**src/rtl/node_port_buffer_pkg.sv**
```systemverilog
// Shared router package: stream word geometry and header helpers.
// Used by node_port_buffer and the node router.
package node_port_buffer_pkg;

  localparam int DATA_W = 128;
  localparam int NET_W = 4;
  localparam int STREAM_W = DATA_W + NET_W;

  function automatic int stream_w(
    input int dw,
    input int nw
  );
    return dw + nw;
  endfunction

  function automatic logic [NET_W-1:0] get_naddr(
    input logic [STREAM_W-1:0] word
  );
    return word[STREAM_W-1 -: NET_W];
  endfunction

endpackage

```
**src/rtl/port_fifo_mem.sv**
```systemverilog
// DEPTH x WIDTH storage for the port buffer.
// Synchronous write, asynchronous read at the read pointer.
module port_fifo_mem #(
  parameter int WIDTH = 132,
  parameter int DEPTH = 4,
  localparam int AW = $clog2(DEPTH)
) (
  input  logic             clk,
  input  logic             we,
  input  logic [AW-1:0]    wa,
  input  logic [WIDTH-1:0] wd,
  input  logic [AW-1:0]    ra,
  output logic [WIDTH-1:0] rd
);

  logic [WIDTH-1:0] mem [DEPTH];

  always_ff @(posedge clk) begin
    if (we) mem[wa] <= wd;
  end

  assign rd = mem[ra];

endmodule

```
**src/rtl/node_port_buffer.sv**
```systemverilog
// Per-port ingress FIFO in front of one router stream.
// Define NODE_PORT_BUFFER_STATS_EN to add hwm / stall_cnt outputs.
module node_port_buffer
  import node_port_buffer_pkg::*;
#(
  parameter int DATA_WIDTH = DATA_W,
  parameter int NET_WIDTH = NET_W,
  parameter int DEPTH = 4,
  localparam int STREAM_WIDTH = stream_w(DATA_WIDTH, NET_WIDTH),
  localparam int CNT_WIDTH = $clog2(DEPTH) + 1
) (
  input  logic                    clk,
  input  logic                    rst,
  input  logic                    in_valid,
  output logic                    in_ready,
  input  logic [STREAM_WIDTH-1:0] in_stream,
  output logic                    out_valid,
  input  logic                    out_ready,
  output logic [STREAM_WIDTH-1:0] out_stream,
  output logic [NET_WIDTH-1:0]    out_naddr,
`ifdef NODE_PORT_BUFFER_STATS_EN
  output logic [CNT_WIDTH-1:0]    hwm,
  output logic [15:0]             stall_cnt,
`endif
  output logic [CNT_WIDTH-1:0]    count
);

  localparam int PW = $clog2(DEPTH);
  localparam logic [CNT_WIDTH-1:0] FULL = CNT_WIDTH'(DEPTH);

  logic [PW-1:0] wr_ptr;
  logic [PW-1:0] rd_ptr;
  logic [CNT_WIDTH-1:0] count_next;
  logic [STREAM_WIDTH-1:0] head;
  logic push;
  logic pop;

  assign in_ready = (count != FULL);
  assign out_valid = (count != '0);
  assign push = in_valid && in_ready;
  assign pop = out_valid && out_ready;

  port_fifo_mem #(
    .WIDTH(STREAM_WIDTH),
    .DEPTH(DEPTH)
  ) u_mem (
    .clk(clk),
    .we(push),
    .wa(wr_ptr),
    .wd(in_stream),
    .ra(rd_ptr),
    .rd(head)
  );

  always_comb begin
    count_next = count;
    unique case ({push, pop})
      2'b10: count_next = count + 1'b1;
      2'b01: count_next = count - 1'b1;
      default: ;
    endcase
  end

  always_ff @(posedge clk) begin
    if (rst) begin
      count <= '0;
      wr_ptr <= '0;
      rd_ptr <= '0;
    end else begin
      count <= count_next;
      if (push) wr_ptr <= wr_ptr + 1'b1;
      if (pop) rd_ptr <= rd_ptr + 1'b1;
    end
  end

  // Stale memory is masked so the router never sees old words.
  assign out_stream = out_valid ? head : '0;

  if (DATA_WIDTH == DATA_W && NET_WIDTH == NET_W) begin : g_def
    assign out_naddr = get_naddr(out_stream);
  end else begin : g_gen
    assign out_naddr = out_stream[STREAM_WIDTH-1 -: NET_WIDTH];
  end

`ifdef NODE_PORT_BUFFER_STATS_EN
  always_ff @(posedge clk) begin
    if (rst) begin
      hwm <= '0;
      stall_cnt <= '0;
    end else begin
      if (count_next > hwm) hwm <= count_next;
      if (in_valid && !in_ready && stall_cnt != 16'hFFFF)
        stall_cnt <= stall_cnt + 1'b1;
    end
  end
`endif

  a_count_bound: assert property (
    @(posedge clk) disable iff (rst) count <= FULL
  );

endmodule

```
**config.mk**
```make
export PLATFORM = sky130hd
export DESIGN_NAME = node_port_buffer
export DESIGN_NICKNAME = d
export VERILOG_FILES = /design/src/rtl/node_port_buffer_pkg.sv /design/src/rtl/port_fifo_mem.sv /design/src/rtl/node_port_buffer.sv
export SDC_FILE = /design/constraint.sdc
export NUM_CORES = 1
export LEC_CHECK = 0
export ABC_AREA = 1
export CAP_MARGIN = 30
export CELL_PAD_IN_SITES_DETAIL_PLACEMENT = 0
export CELL_PAD_IN_SITES_GLOBAL_PLACEMENT = 1
export CORE_MARGIN = 3
export CORE_UTILIZATION = 45
export DETAILED_ROUTE_END_ITERATION = 8
export PLACE_DENSITY = 0.79
export SLEW_MARGIN = 20
export SYNTH_ARGS = -nofsm -noshare
export SYNTH_HDL_FRONTEND = slang
export SYNTH_HIERARCHICAL = 1
export SYNTH_SLANG_ARGS = --single-unit
export TNS_END_PERCENT = 100
```
**constraint.sdc**
```tcl
create_clock -name clk -period 19.96 [get_ports clk]
set_input_delay 3.992 -clock clk [delete_from_list [all_inputs] [get_ports clk]]
set_output_delay 3.992 -clock clk [all_outputs]
set_load 0.02 [all_outputs]
```
# --- After elaboration in Yosys (flattened, before gate mapping) ---
# Memories as Yosys holds them, arrays and structs flattened. A register that Yosys moved wholly into a read port is not among the register bits.
# Index checks and enable logic that the tools add are counted.
# W data, S select, Z words.
op_classes:
  add_sub_neg: 4
  eq_ne: 3
  n_mux: 6
  reduce_logical: 4
ops:
  columns: ["cell", "n"]
  rows:
  - ["$mux W132", 1]
  - ["$pmux W3 S2", 1]
  - ["$add A2 B1 Y2 const B", 2]
  - ["$mux W2", 2]
  - ["$add A3 B1 Y3 const B", 1]
  - ["$ne A3 B3 Y1 const B", 1]
  - ["$reduce_bool A3 Y1", 1]
  - ["$sub A3 B1 Y3 const B", 1]
  - ["$eq A2 B1 Y1 const B", 1]
  - ["$eq A2 B2 Y1 const B", 1]
  - ["$logic_and A1 B1 Y1", 2]
  - ["$mux W1", 2]
  - ["$reduce_bool A2 Y1", 1]
totals:
  register_bits: 7
  mem_bits_rw: 528
  in_bits: 136
  elab_cells: 21
  n_memories: 1
memory_table:
  columns: ["name", "words", "word_bits", "rd", "rd_clocked_by_memory_dff", "write_ports", "line", "source"]
  rows:
  - ["u_mem.mem", 4, 132, 1, 1, 1, "port_fifo_mem.sv:16", "logic [WIDTH-1:0] mem [DEPTH];"]

# --- Longest topological paths before layout ---
depth:
  depth_word: 4
  ltp_mapped: 15

# --- Modules after synthesis ---
# The synthesis kept the hierarchy.
modules_own_cells:
  columns: ["mod", "n_inst", "cells_each", "area_each_um2", "seq_area_each_um2"]
  rows:
  - ["port_fifo_mem", 1, 2076, 22282.6, 15855.2]
  - ["node_port_buffer", 1, 338, 1514.0, 140.1]

# --- Worst setup path before layout ---
# Ideal clock, no wire load.
synth_path:
  path_kind: "input-to-reg"
  start: "input in_valid"
  end: "memory u_mem.mem[0][0] (enable)"
  setup_ns: 0.786
  t_arrival_ns: 13.288
  required_ns: 19.174
  slack_ns: 5.887
  path_stages: 3
  path_buffers: 0
  path_cell_list: "a21boi_0 inv_1 nor3_1"
synth_between:
  elab_chain_cells: 3
synth_lines:
  columns: ["item", "line", "source"]
  rows:
  - ["start, declared", "node_port_buffer.sv:14", "input logic in_valid,"]
  - ["$logic_and A1 B1 Y1", "node_port_buffer.sv:40", "assign push = in_valid && in_ready;"]
  - ["$mux W1", "port_fifo_mem.sv:19", "if (we) mem[wa] <= wd;"]
  - ["$mux W1 (implied by the code)", "port_fifo_mem.sv:19", null]
  - ["end, declared", "port_fifo_mem.sv:16", null]
# No other way between the ends.

==> impl_metrics.ini <==
[clocking]
path_clk_slew_ns = 0.06
holdBufCountCts = 0
clockRootBuffer = clkbuf_16
cts_setup_buffers = 0
cts_num_sinks = 535
htreeDepth = 2
clk_latency_ns = 0.59
ctsResizeCount = 0
cts_tree = done
cts_buffers = 55
cts_buffer_depth = 3

[synthesis]
avgSynthCellArea_sq_um = 9.86
yosys-top-cells-area = edfxtp_1, inv_1, nand2_1, nand3_1, nor2_1
yosys_most_used_dff = edfxtp_1
synth_warnings = 6
ys_seq_area_frac = 0.672
synth_edf_count = 528
synth_top_area_cell = edfxtp_1
synth.most_common_cell = inv_1
synth_cell_types = 19
yosysTopAreaCellShare = 0.666
synthCells = 2414
yosys-top-cells-count = inv_1, nand2_1, edfxtp_1
synth-seq-cells = 535
syn_nets = 2552
async_flop_share = 0
synth_area_sq_mm = 0.0238

[grt]
gr-usage-met1 = 0.255
antenna_found_initial = 10
grtUsageMet2 = 0.329
grt_most_used_layer = met2
grt_pass1_wl_microns = 85300
grt_pass1_vias = 15400
track_usage = 0.196
grt_max_degree = 170
grt_overflow = 0
grt_util_met3 = 0.0421

[job]
maxCapViolCount = 0

[sta]
max_freq_ghz = 0.130
period_minus_slack_ns = 7.70
fin_crit_sh = 0.386
setup_tns_ns = 0
finalHoldViolCount = 0
worst_slew_pin_slew_ns = 0.909
slew_viol_final = 0
skew_ns = 0.0114
rsz0062_at_grt = false
max_slew_margin = 0.394
finalSetupViolations = 0

[pwr]
power_leakage_nw = 13.1
peakVddDrop_mv = 0.0780
p_per_area_mw_per_mm2 = 128
power.total_w = 0.00369

[floorplanning]
die_x_microns = 236
fp-row-count = 83
start_util = 0.459
die_y_microns = 236
die_area_sq_mm = 0.0557
core_area_sq_mm = 0.0518
io_pins = 277

[critical_path]
path_delay_family = buffers and inverters
worstSetupPathType = reg -> out
path_buf_inv = 5
worstPathMaxFanout = 49
cp-start-kind = register
critPathSlowestCell = clkdlybuf4s50_1
cpPeakStageDelay_ns = 0.67
path_cells = inv_4 > buf_4 > buf_16 > nand3_1 > nand2_1 > inv_1 > nor2_1 > clkdlybuf4s50_1
crit_arrival_ns = 3.71
endpoint_kind = primary output
required_ns = 15.97

[finish]
drive_above_1_share = 0.0410
multiInputGateArea_sq_mm = 0.00452
fin_cells = 3393
final_cell_area_sq_mm = 0.0287
seqCellArea_sq_mm = 0.0160
synthToLayoutAreaGrowth_pct = 20.7
nNetsFinal = 2804
num-fill-cells = 4333

[drt]
drtIter0Drc = 1064
antenna_left = 0
vias = 15800
vias_per_cell = 4.65
avgRoutedWirePerCell_microns = 16.2
drc = 0
postRouteWirelength_microns = 54900
drt_first_pass_iters = 5

[outcome]
status = finished, final reports clean

[placed_design]
hpwl_microns = 32300
place_area_sq_mm = 0.0269
place_congestion = 0.764
portBuffers = 276
place_inst = 3287

[hold_path]
holdCritPathClass = reg -> reg
## state kept, by name (all words and copies together), names as in the netlist
signal / cells
rd_ptr: 2
u_mem/mem: 528
count: 3
wr_ptr: 2
## layer usage
metal  vias to the layer above  wire [microns]
met5                         -              77
met4                        12            1320
li1                       7850               -
met1                      7435           23300
met2                       395           26700
met3                       102            3550
## report_power, final
part | internal (W) | total, W | leakage [nW] | switching, W
registers | 0.00133 | 0.00136 | 4.90 | 0.0000243
clock network | 0.000594 | 0.00100 | 0.867 | 0.000408
logic | 0.000490 | 0.00133 | 7.36 | 0.000843
## kinds of logic after synthesis
group,synth area share
buf+inv,0.139
simple gates,0.186
compound gates,0.00179
flops,0.672
fa+ha+maj,0.00137
## worst register-to-register path: stages, from the launching register on
cell and delay, ns:
dfxtp_1 0.35, nor2_2 0.18, nand2_2 0.18, inv_4 0.63, buf_4 0.80, nor2_1 0.19
ha_1 0.24, inv_1 0.09, fa_1 0.41, a21oi_1 0.16
## layout make-up
type | instances | share of cell area
inverters | 678 | 0.0890
clock inverters | 35 | 0.0125
well taps | 680 | 0.0296
flip-flops and latches | 535 | 0.557
repair buffers | 300 | 0.105
diodes | 4 | 0.000348
multi-input cells | 1096 | 0.157
clock buffers | 65 | 0.0492
## worst paths after layout
| kind | cells past startpoint | to | from | slack, ns |
|---|---|---|---|---|
| worst max-delay path | 8 | out_stream[8] | rd_ptr[1]$_SDFFE_PP0P_ | 12.26 |
| worst min-delay path | 1 | count[0]$_SDFFE_PP0P_ | count[0]$_SDFFE_PP0P_ | 0.50 |
| worst min register to register | 1 | count[0]$_SDFFE_PP0P_ | count[0]$_SDFFE_PP0P_ | 0.50 |
| worst max register to register | 9 | count[1]$_SDFFE_PP0P_ | count[0]$_SDFFE_PP0P_ | 16.67 |
## metrics by stage
| stage | hold WS [ns] | worst slack, ns | utilization |
|---|---|---|---|
| floorplan | 0.469 | 5.89 | - |
| finish | 0.504 | 12.26 | 0.554 |
| global route | 0.554 | 12.00 | 0.554 |
| CTS | 0.515 | 12.16 | 0.553 |
| global placement | 0.484 | 12.63 | 0.518 |
| detailed placement | 0.502 | 12.84 | 0.519 |
## cell usage in the layout (no fill, tap or decap)
| master | instances |
|---|---|
| inv_4 | 2 |
| inv_8 | 1 |
| nor3_2 | 4 |
| nand2_1 | 673 |
| bufinv_16 | 7 |
| nand2_2 | 1 |
| a21oi_1 | 5 |
| clkinv_8 | 2 |
| nor2_2 | 1 |
| clkinv_1 | 14 |
| ha_1 | 1 |
| clkinv_2 | 11 |
| a21boi_0 | 1 |
| buf_12 | 2 |
| o21ai_0 | 2 |
| buf_16 | 2 |
| clkbuf_16 | 55 |
| edfxtp_1 | 528 |
| dfxtp_4 | 2 |
| clkdlybuf4s50_1 | 276 |
| nor2_1 | 139 |
| buf_4 | 19 |
| clkinvlp_4 | 1 |
| diode_2 | 4 |
| dfxtp_1 | 5 |
| clkbuf_1 | 10 |
| buf_6 | 1 |
| inv_1 | 675 |
| nand3_1 | 267 |
| fa_1 | 1 |
| nand4_1 | 1 |
Power figures use the tool's default switching activity.
